<file path="config.mk">
export PLATFORM = sky130hd
export DESIGN_NAME = dfr_sequencer
export DESIGN_NICKNAME = d
export VERILOG_FILES = /design/src/rtl/dfr_pkg.sv /design/src/rtl/dfr_step_counter.sv /design/src/rtl/dfr_sequencer.sv
export SDC_FILE = /design/constraint.sdc
export NUM_CORES = 2
export LEC_CHECK = 0
export ABC_CLOCK_PERIOD_IN_PS = 12750
export CORE_MARGIN = 1
export CORE_UTILIZATION = 65
export DETAILED_ROUTE_END_ITERATION = 8
export GPL_ROUTABILITY_DRIVEN = 0
export PLACE_DENSITY = 0.88
export SETUP_SLACK_MARGIN = 0.2
export SLEW_MARGIN = 10
export SYNTH_ARGS = -nofsm -noshare
export SYNTH_HDL_FRONTEND = slang
export SYNTH_SLANG_ARGS = --single-unit
</file>
<file path="constraint.sdc">
create_clock -name S_AXI_ACLK -period 12.75 [get_ports S_AXI_ACLK]
set_input_delay 3.1875 -clock S_AXI_ACLK [delete_from_list [all_inputs] [get_ports S_AXI_ACLK]]
set_output_delay 3.1875 -clock S_AXI_ACLK [all_outputs]
set_load 0.03 [all_outputs]
</file>
<file path="src/rtl/dfr_pkg.sv">
// rtl/dfr_pkg.sv - shared types and helpers for the DFR run sequencer
// Purpose: FSM state enum, phase output encoding, 32-bit count type, and a
//          saturating increment used by every counter in the sequencer.
// Ports:   none (package).
package dfr_pkg;

    typedef logic [31:0] count_t;

    typedef enum logic [2:0] {
        ST_IDLE  = 3'd0,
        ST_INIT  = 3'd1,
        ST_TRAIN = 3'd2,
        ST_TEST  = 3'd3,
        ST_DONE  = 3'd4
    } state_e;

    localparam logic [1:0] PHASE_NONE  = 2'd0;
    localparam logic [1:0] PHASE_INIT  = 2'd1;
    localparam logic [1:0] PHASE_TRAIN = 2'd2;
    localparam logic [1:0] PHASE_TEST  = 2'd3;

    localparam count_t COUNT_MAX = '1;

    function automatic count_t sat_inc(input count_t v);
        return (v == COUNT_MAX) ? v : v + 32'd1;
    endfunction

    function automatic logic [1:0] state_to_phase(input state_e s);
        case (s)
            ST_INIT:  return PHASE_INIT;
            ST_TRAIN: return PHASE_TRAIN;
            ST_TEST:  return PHASE_TEST;
            default:  return PHASE_NONE;
        endcase
    endfunction

endpackage

</file>
<file path="src/rtl/dfr_step_counter.sv">
// rtl/dfr_step_counter.sv - per-phase step/sample counter with limit detect
// Purpose: latches a phase's limits on load, counts accepted steps and
//          samples with saturation, and flags when the next accept ends the phase.
// Ports:   clk, rst       - clock, synchronous active-high reset
//          load           - phase entry: latch limits, clear counts
//          accept         - a step of this phase was accepted this cycle
//          *_lim_in, sps_in - sample limit, step limit, steps per sample
//          sample_idx, step_idx - current counts
//          limit_hit      - accepting now reaches the step or sample limit
module dfr_step_counter
    import dfr_pkg::*;
(
    input  logic   clk,
    input  logic   rst,
    input  logic   load,
    input  logic   accept,
    input  count_t sample_lim_in,
    input  count_t step_lim_in,
    input  count_t sps_in,
    output count_t sample_idx,
    output count_t step_idx,
    output logic   limit_hit
);

    count_t sample_lim_q, sample_lim_d;
    count_t step_lim_q, step_lim_d;
    count_t sps_q, sps_d;
    count_t sample_q, sample_d;
    count_t step_q, step_d;
    count_t intra_q, intra_d;
    count_t step_inc, sample_inc, intra_inc;
    logic   wrap;

    always_comb begin
        step_inc   = sat_inc(step_q);
        sample_inc = sat_inc(sample_q);
        intra_inc  = sat_inc(intra_q);
        // sps_q is never 0 after load, so a sample completes every sps_q steps
        wrap       = (intra_inc >= sps_q);
        limit_hit  = (step_inc >= step_lim_q) || (wrap && (sample_inc >= sample_lim_q));

        sample_lim_d = sample_lim_q;
        step_lim_d   = step_lim_q;
        sps_d        = sps_q;
        sample_d     = sample_q;
        step_d       = step_q;
        intra_d      = intra_q;

        if (load) begin
            sample_lim_d = sample_lim_in;
            step_lim_d   = step_lim_in;
            sps_d        = (sps_in == '0) ? 32'd1 : sps_in;
            sample_d     = '0;
            step_d       = '0;
            intra_d      = '0;
        end else if (accept) begin
            step_d = step_inc;
            if (wrap) begin
                intra_d  = '0;
                sample_d = sample_inc;
            end else begin
                intra_d = intra_inc;
            end
        end
    end

    always_ff @(posedge clk) begin
        if (rst) begin
            sample_lim_q <= '0;
            step_lim_q   <= '0;
            sps_q        <= '0;
            sample_q     <= '0;
            step_q       <= '0;
            intra_q      <= '0;
        end else begin
            sample_lim_q <= sample_lim_d;
            step_lim_q   <= step_lim_d;
            sps_q        <= sps_d;
            sample_q     <= sample_d;
            step_q       <= step_d;
            intra_q      <= intra_d;
        end
    end

    assign sample_idx = sample_q;
    assign step_idx   = step_q;

endmodule

</file>
<file path="src/rtl/dfr_sequencer.sv">
// rtl/dfr_sequencer.sv - init/train/test run sequencer issuing step requests
// Purpose: on start walks INIT -> TRAIN -> TEST -> DONE, skipping phases with
//          a zero limit, handshaking one step at a time via step_req/step_ack.
// Ports:   S_AXI_ACLK, rst  - clock, synchronous active-high reset
//          start            - one-cycle run request (honoured only in IDLE)
//          num_*_samples/steps, num_steps_per_sample - phase limits
//          step_ack         - datapath accepted the current step
//          abort            - end the run early (only with DFR_SEQ_ABORT_EN)
//          step_req, phase, sample_idx, step_idx, busy, done - status
// Build option: define DFR_SEQ_ABORT_EN to add the abort input.
module dfr_sequencer
    import dfr_pkg::*;
(
    input  logic        S_AXI_ACLK,
    input  logic        rst,
    input  logic        start,
    input  logic [31:0] num_init_samples,
    input  logic [31:0] num_train_samples,
    input  logic [31:0] num_test_samples,
    input  logic [31:0] num_init_steps,
    input  logic [31:0] num_train_steps,
    input  logic [31:0] num_test_steps,
    input  logic [31:0] num_steps_per_sample,
    input  logic        step_ack,
`ifdef DFR_SEQ_ABORT_EN
    input  logic        abort,
`endif
    output logic        step_req,
    output logic [1:0]  phase,
    output logic [31:0] sample_idx,
    output logic [31:0] step_idx,
    output logic        busy,
    output logic        done
);

    state_e     state_q, state_d;
    state_e     after_idle, after_init, after_train;
    logic       step_req_q, step_req_d;
    logic       busy_q, busy_d;
    logic       accept, abort_req, sel_hit;
    logic       ok_init, ok_train, ok_test;
    logic [1:0] cur_phase;
    count_t     lim_samples [3];
    count_t     lim_steps   [3];
    count_t     cnt_sample  [3];
    count_t     cnt_step    [3];
    logic [2:0] cnt_hit, cnt_load, cnt_accept;

`ifdef DFR_SEQ_ABORT_EN
    assign abort_req = abort;
`else
    assign abort_req = 1'b0;
`endif

    assign accept    = step_req_q && step_ack;
    assign cur_phase = state_to_phase(state_q);

    assign lim_samples[0] = num_init_samples;
    assign lim_samples[1] = num_train_samples;
    assign lim_samples[2] = num_test_samples;
    assign lim_steps[0]   = num_init_steps;
    assign lim_steps[1]   = num_train_steps;
    assign lim_steps[2]   = num_test_steps;

    // A phase with either limit at zero is skipped in the cycle it would be
    // entered, so each "after" target already resolves the whole skip chain.
    assign ok_init     = (num_init_samples != '0) && (num_init_steps != '0);
    assign ok_train    = (num_train_samples != '0) && (num_train_steps != '0);
    assign ok_test     = (num_test_samples != '0) && (num_test_steps != '0);
    assign after_train = ok_test  ? ST_TEST  : ST_DONE;
    assign after_init  = ok_train ? ST_TRAIN : after_train;
    assign after_idle  = ok_init  ? ST_INIT  : after_init;

    for (genvar i = 0; i < 3; i++) begin : g_cnt
        dfr_step_counter u_cnt (
            .clk           (S_AXI_ACLK),
            .rst           (rst),
            .load          (cnt_load[i]),
            .accept        (cnt_accept[i]),
            .sample_lim_in (lim_samples[i]),
            .step_lim_in   (lim_steps[i]),
            .sps_in        (num_steps_per_sample),
            .sample_idx    (cnt_sample[i]),
            .step_idx      (cnt_step[i]),
            .limit_hit     (cnt_hit[i])
        );
    end

    always_comb begin
        state_d    = state_q;
        sel_hit    = 1'b0;
        cnt_load   = '0;
        cnt_accept = '0;
        sample_idx = '0;
        step_idx   = '0;

        if (cur_phase != PHASE_NONE) begin
            sel_hit    = cnt_hit[cur_phase - 2'd1];
            sample_idx = cnt_sample[cur_phase - 2'd1];
            step_idx   = cnt_step[cur_phase - 2'd1];
        end

        case (state_q)
            ST_IDLE:  if (start) state_d = after_idle;
            ST_INIT:  if (abort_req) state_d = ST_DONE;
                      else if (accept && sel_hit) state_d = after_init;
            ST_TRAIN: if (abort_req) state_d = ST_DONE;
                      else if (accept && sel_hit) state_d = after_train;
            ST_TEST:  if (abort_req || (accept && sel_hit)) state_d = ST_DONE;
            ST_DONE:  state_d = ST_IDLE;
            default:  state_d = ST_IDLE;
        endcase

        // Request is low on the entry cycle and for one cycle after each
        // accept, otherwise held until acknowledged.
        step_req_d = (cur_phase != PHASE_NONE) && (state_d == state_q) && !accept;
        busy_d     = (state_d != ST_IDLE);

        for (int i = 0; i < 3; i++) begin
            cnt_load[i]   = (state_d != state_q) && (state_to_phase(state_d) == 2'(i + 1));
            cnt_accept[i] = accept && (cur_phase == 2'(i + 1));
        end
    end

    always_ff @(posedge S_AXI_ACLK) begin
        if (rst) begin
            state_q    <= ST_IDLE;
            step_req_q <= 1'b0;
            busy_q     <= 1'b0;
        end else begin
            state_q    <= state_d;
            step_req_q <= step_req_d;
            busy_q     <= busy_d;
        end
    end

    assign step_req = step_req_q;
    assign busy     = busy_q;
    assign done     = (state_q == ST_DONE);
    assign phase    = cur_phase;

endmodule

</file>
==> flow_results.org <==
** Outcome
- Run status :: completed

** Yosys
- During synthesis, Yosys emitted a total of 0 warnings.
- Number of register bits inferred by synthesis :: 581
- Largest cells by area after synthesis :: sky130_fd_sc_hd__dfxtp_1, sky130_fd_sc_hd__ha_1, sky130_fd_sc_hd__mux2i_1
- The synthesized design contains 0 enable-type register cells.
- Mapped Cells :: about 4800
- The number of different library cells used by synthesis comes to a little under 80.
- Syn_area_per_cell :: roughly 8 um^2
- For this run, the register share of the synthesized area comes to 0.305.
- Cell accounting for the most synthesized area :: sky130_fd_sc_hd__dfxtp_1
- Of all flip-flops after synthesis, the portion carrying an async set or reset was 0.
- Synthesized Nets :: between 5000 and 6000
- Ys flop type :: sky130_fd_sc_hd__dfxtp_1
- Summing every instance area after synthesis gives about 38000 um^2.
- Of the post-synthesis cell area, the dominant cell type holds 0.305.

** Pwr
- Worst voltage drop across the vdd grid :: roughly 0.11 mV
- Of the total power, registers draw 0.444.
- Cell internal power was estimated by the tool at ~3.2 mW.
- Net switching power of the design :: 1.02 mW
- Clock share of power :: 0.466
- Post-route total power :: between 4 and 5 mW
- Dividing total power by cell area gives a power density of roughly 96 nW/um^2.
- The share of total power dissipated in combinational logic is 0.090.
- Of the total power, the share spent switching nets is 0.243.
- Standby leakage power :: approximately 17 nW

** Final layout
- Of the cells placed in the final design, the portion with a size suffix greater than 1 is 0.0335.
- Net total in the final layout :: about 5400
- Most frequent standard cell in the layout excluding fill and tap cells :: sky130_fd_sc_hd__dfxtp_1
- Total of fill cells in the finished design :: just over 4000
- Most used cells in the layout excluding fill and tap cells :: sky130_fd_sc_hd__dfxtp_1, sky130_fd_sc_hd__nand2_1, sky130_fd_sc_hd__nor2_1, sky130_fd_sc_hd__nand2b_1
- From synthesis to final layout, the design area changed by 13.5%.

** Clock network
- Number of buffers added to fix hold violations after cts :: 0
- Clock-pin slew of the registers on the worst-case setup and hold paths :: 0.06 ns
- CTS placed an instance of sky130_fd_sc_hd__clkbuf_16 at the clock tree root.
- The H-tree was split into 2 levels.
- The clock passes through at most 3 buffers.
- The clock reaches the later pin of the worst-skew pair after roughly 0.65 ns.
- CTS sink count :: between 500 and 600
- Gates resized during post-CTS repair numbered 0.
- The number of setup buffers added after CTS is 0.
- TritonCTS built the clock tree.
- Number of buffers added by the clock tree synthesis step :: 60

** GRT
- Maximum number of pins on one net before global-route repair :: approximately 130
- The number of global-route vias before repair is 33100.
- Antenna violations before repair :: 2
- The total overflow left after global routing is 0.
- Global-route usage over all layers :: 0.361
- The first global-routing pass estimated 174 mm of wire.

** Timing
- Final period demand of the worst path :: slightly below 8 ns
- The worst pin sits at a relative slew slack of 0.188.
- Actual slew at the worst max-slew pin :: between 1 and 1.5 ns
- Dividing the final minimum period by the clock period gives 0.609.
- The number of hold-slack violations in the final timing report came to 0.
- Setup repair after global routing left no endpoint under its margin.
- Between clock sinks in the finished design, the worst skew comes to 0.0370 ns.
- After routing, the total negative slack on setup checks comes to 0 ns.
- Achievable frequency :: 0.129 GHz
- Setup violations remaining at the end of the flow were counted as 0.
- The final count of pins violating max slew came to 0.
- Hold is met by roughly 0.46 ns.

** Drt
- The detailed router finished its first iteration with around 3800 violations.
- Using the TritonRoute via totals, the vias-per-cell ratio works out to approximately 6.
- The detail route stage leaves a number of antenna-violating nets equal to 0.
- Drt drc :: 0
- Detailed Routing Iterations Pass 1 :: 7
- Avg WL per Cell :: around 20 um
- Routed Wire Length :: approximately 110 mm
- Detailed routing inserted a total of ~35000 vias.

** Setup path
- Along the worst path, the maximum fanout reaches 71.
- The critical path starts at state_q[2]$_SDFF_PP0_.
- The worst setup path is of the reg2out kind.
- STA puts the critical path data required time at between 9 and 10 ns.
- Kind of start point of the critical path :: flop
- At the worst endpoint, the arrival time is between 4 and 5 ns.
- STA classifies the critical path endpoint as a primary output.
- The startpoint identified for the worst register-to-register timing path is g_cnt[0].u_cnt.step_idx[10]$_SDFFE_PP0P_.

** Placement
- Total half-perimeter wirelength after legalization and detailed placement :: 80.2 mm
- Input and output buffers added on the ports amount to just under 300.

** Die
- For this configuration, the core starts out at a cell density of 0.659.
- The floorplan step defined a core boundary enclosing just under 60000 um^2.
- Chip Width :: 244 um
- Std cell rows :: approximately 90
- Height of the die :: about 240 um
- For this design the top-level I/O count stands at around 300.
- Die ar. :: approximately 60000 um^2

** Min path
- The min-delay analysis places its worst path in the category reg2reg.
- Hold Crit Start :: g_cnt[0].u_cnt.step_lim_q[29]$_SDFFE_PP0P_

** Flow run
- Max-cap viol count :: 0
cells in the mapped netlist (8+ instances only):
library cell / n
sky130_fd_sc_hd__dfxtp_1: 581
sky130_fd_sc_hd__nand2_1: 438
sky130_fd_sc_hd__nor2_1: 403
sky130_fd_sc_hd__nand2b_1: 367
sky130_fd_sc_hd__ha_1: 301
sky130_fd_sc_hd__inv_1: 300
sky130_fd_sc_hd__a21oi_1: 284
sky130_fd_sc_hd__mux2i_1: 261
sky130_fd_sc_hd__xnor2_1: 251
sky130_fd_sc_hd__clkbuf_1: 241
sky130_fd_sc_hd__nor3_1: 240
sky130_fd_sc_hd__xor2_1: 195
sky130_fd_sc_hd__nand4_1: 142
sky130_fd_sc_hd__nand3_1: 118
sky130_fd_sc_hd__nor4_1: 74
sky130_fd_sc_hd__o21ai_0: 72
sky130_fd_sc_hd__and3_1: 71
sky130_fd_sc_hd__a22oi_1: 65
sky130_fd_sc_hd__a21o_1: 63
sky130_fd_sc_hd__and4_1: 34
sky130_fd_sc_hd__or3_1: 28
sky130_fd_sc_hd__a211oi_1: 27
sky130_fd_sc_hd__buf_2: 27
sky130_fd_sc_hd__buf_1: 22
sky130_fd_sc_hd__or4_1: 17
sky130_fd_sc_hd__and2_1: 14
sky130_fd_sc_hd__o21a_1: 13
sky130_fd_sc_hd__mux2_2: 11
sky130_fd_sc_hd__nor2b_1: 10
sky130_fd_sc_hd__nand3b_1: 8
sky130_fd_sc_hd__nor3b_1: 8
sky130_fd_sc_hd__or2_2: 8
path summary, 6_finish.rpt:
| path | slack [ns] | to | depth (start not counted) |
|---|---|---|---|
| worst max register to register | 5.19 | g_cnt[2].u_cnt.intra_q[23]$_SDFFE_PP0P_ | 18 |
| worst max-delay path | 4.98 | step_idx[4] | 8 |
| worst min-delay path | 0.46 | g_cnt[0].u_cnt.step_lim_q[29]$_SDFFE_PP0P_ | 2 |
| worst min register to register | 0.46 | g_cnt[0].u_cnt.step_lim_q[29]$_SDFFE_PP0P_ | 2 |
stage by stage:
step | cell area (um^2) | setup WS [ns] | utilization | instances
finish | 43400 | 4.98 | 0.749 | 5690
global route | 43400 | 4.79 | 0.749 | 5690
CTS | 43300 | 5.13 | 0.748 | 5688
detailed placement | 41200 | 4.73 | 0.711 | 5580
global placement | 41200 | 4.85 | 0.711 | 5580
floorplan | 38200 | 6.67 | - | 4796
critical path: stages (launching register included):
cell                              delay, ns
sky130_fd_sc_hd__dfxtp_1               0.47
sky130_fd_sc_hd__nand2b_2              0.21
sky130_fd_sc_hd__buf_4                 0.66
sky130_fd_sc_hd__inv_2                 0.32
sky130_fd_sc_hd__nor2_4                0.53
sky130_fd_sc_hd__buf_4                 0.52
sky130_fd_sc_hd__a21oi_1               0.14
sky130_fd_sc_hd__nor2_1                0.29
sky130_fd_sc_hd__clkdlybuf4s50_1       0.74
metal layers:
metal / track usage / routed length, um
met1: 0.473 / 45200
met2: 0.571 / 49300
met3: 0.0595 / 10700
met4: 0.182 / 5760
met5: 0 / 0
logic make-up after synthesis:
family	synth area share
muxes	0.0720
DFF	0.305
buffers and inverters	0.0610
adders and majority gates	0.0986
AOI/OAI and AO/OA	0.0963
and+or+nand+nor	0.265
xor gates and xnor gates	0.102
power by group through the flow:
stage / logic [mW] / clock network [mW] / registers [mW]
global placement: 0.359 / 0 / 1.89
detailed placement: 0.364 / 0 / 1.89
global route: 0.402 / 2.02 / 1.86
CTS: 0.369 / 1.95 / 1.85
floorplan: 0.206 / 0 / 1.89
finish: 0.376 / 1.95 / 1.85
sequential cells by signal (all words and copies together) (netlist names):
signal / flops
g_cnt.u_cnt.intra_q: 96
state_q: 3
step_req: 1
g_cnt.u_cnt.step_lim_q: 96
g_cnt.u_cnt.sample_lim_q: 96
g_cnt.u_cnt.sps_q: 96
busy: 1
g_cnt.u_cnt.step_idx: 96
g_cnt.u_cnt.sample_idx: 96
final cells by class:
cell class	count	area, um^2	share of cell area
Tap cell	765	957	0.0221
Clock buffer	82	1780	0.0410
Antenna cell	2	5.00	0.000115
Clock inverter	26	404	0.00932
Inverter	301	1130	0.0261
Multi-Input combinational cell	3615	24300	0.561
Timing Repair Buffer	318	3130	0.0723
Sequential cell	581	11600	0.268
Power figures use the tool's default switching activity.
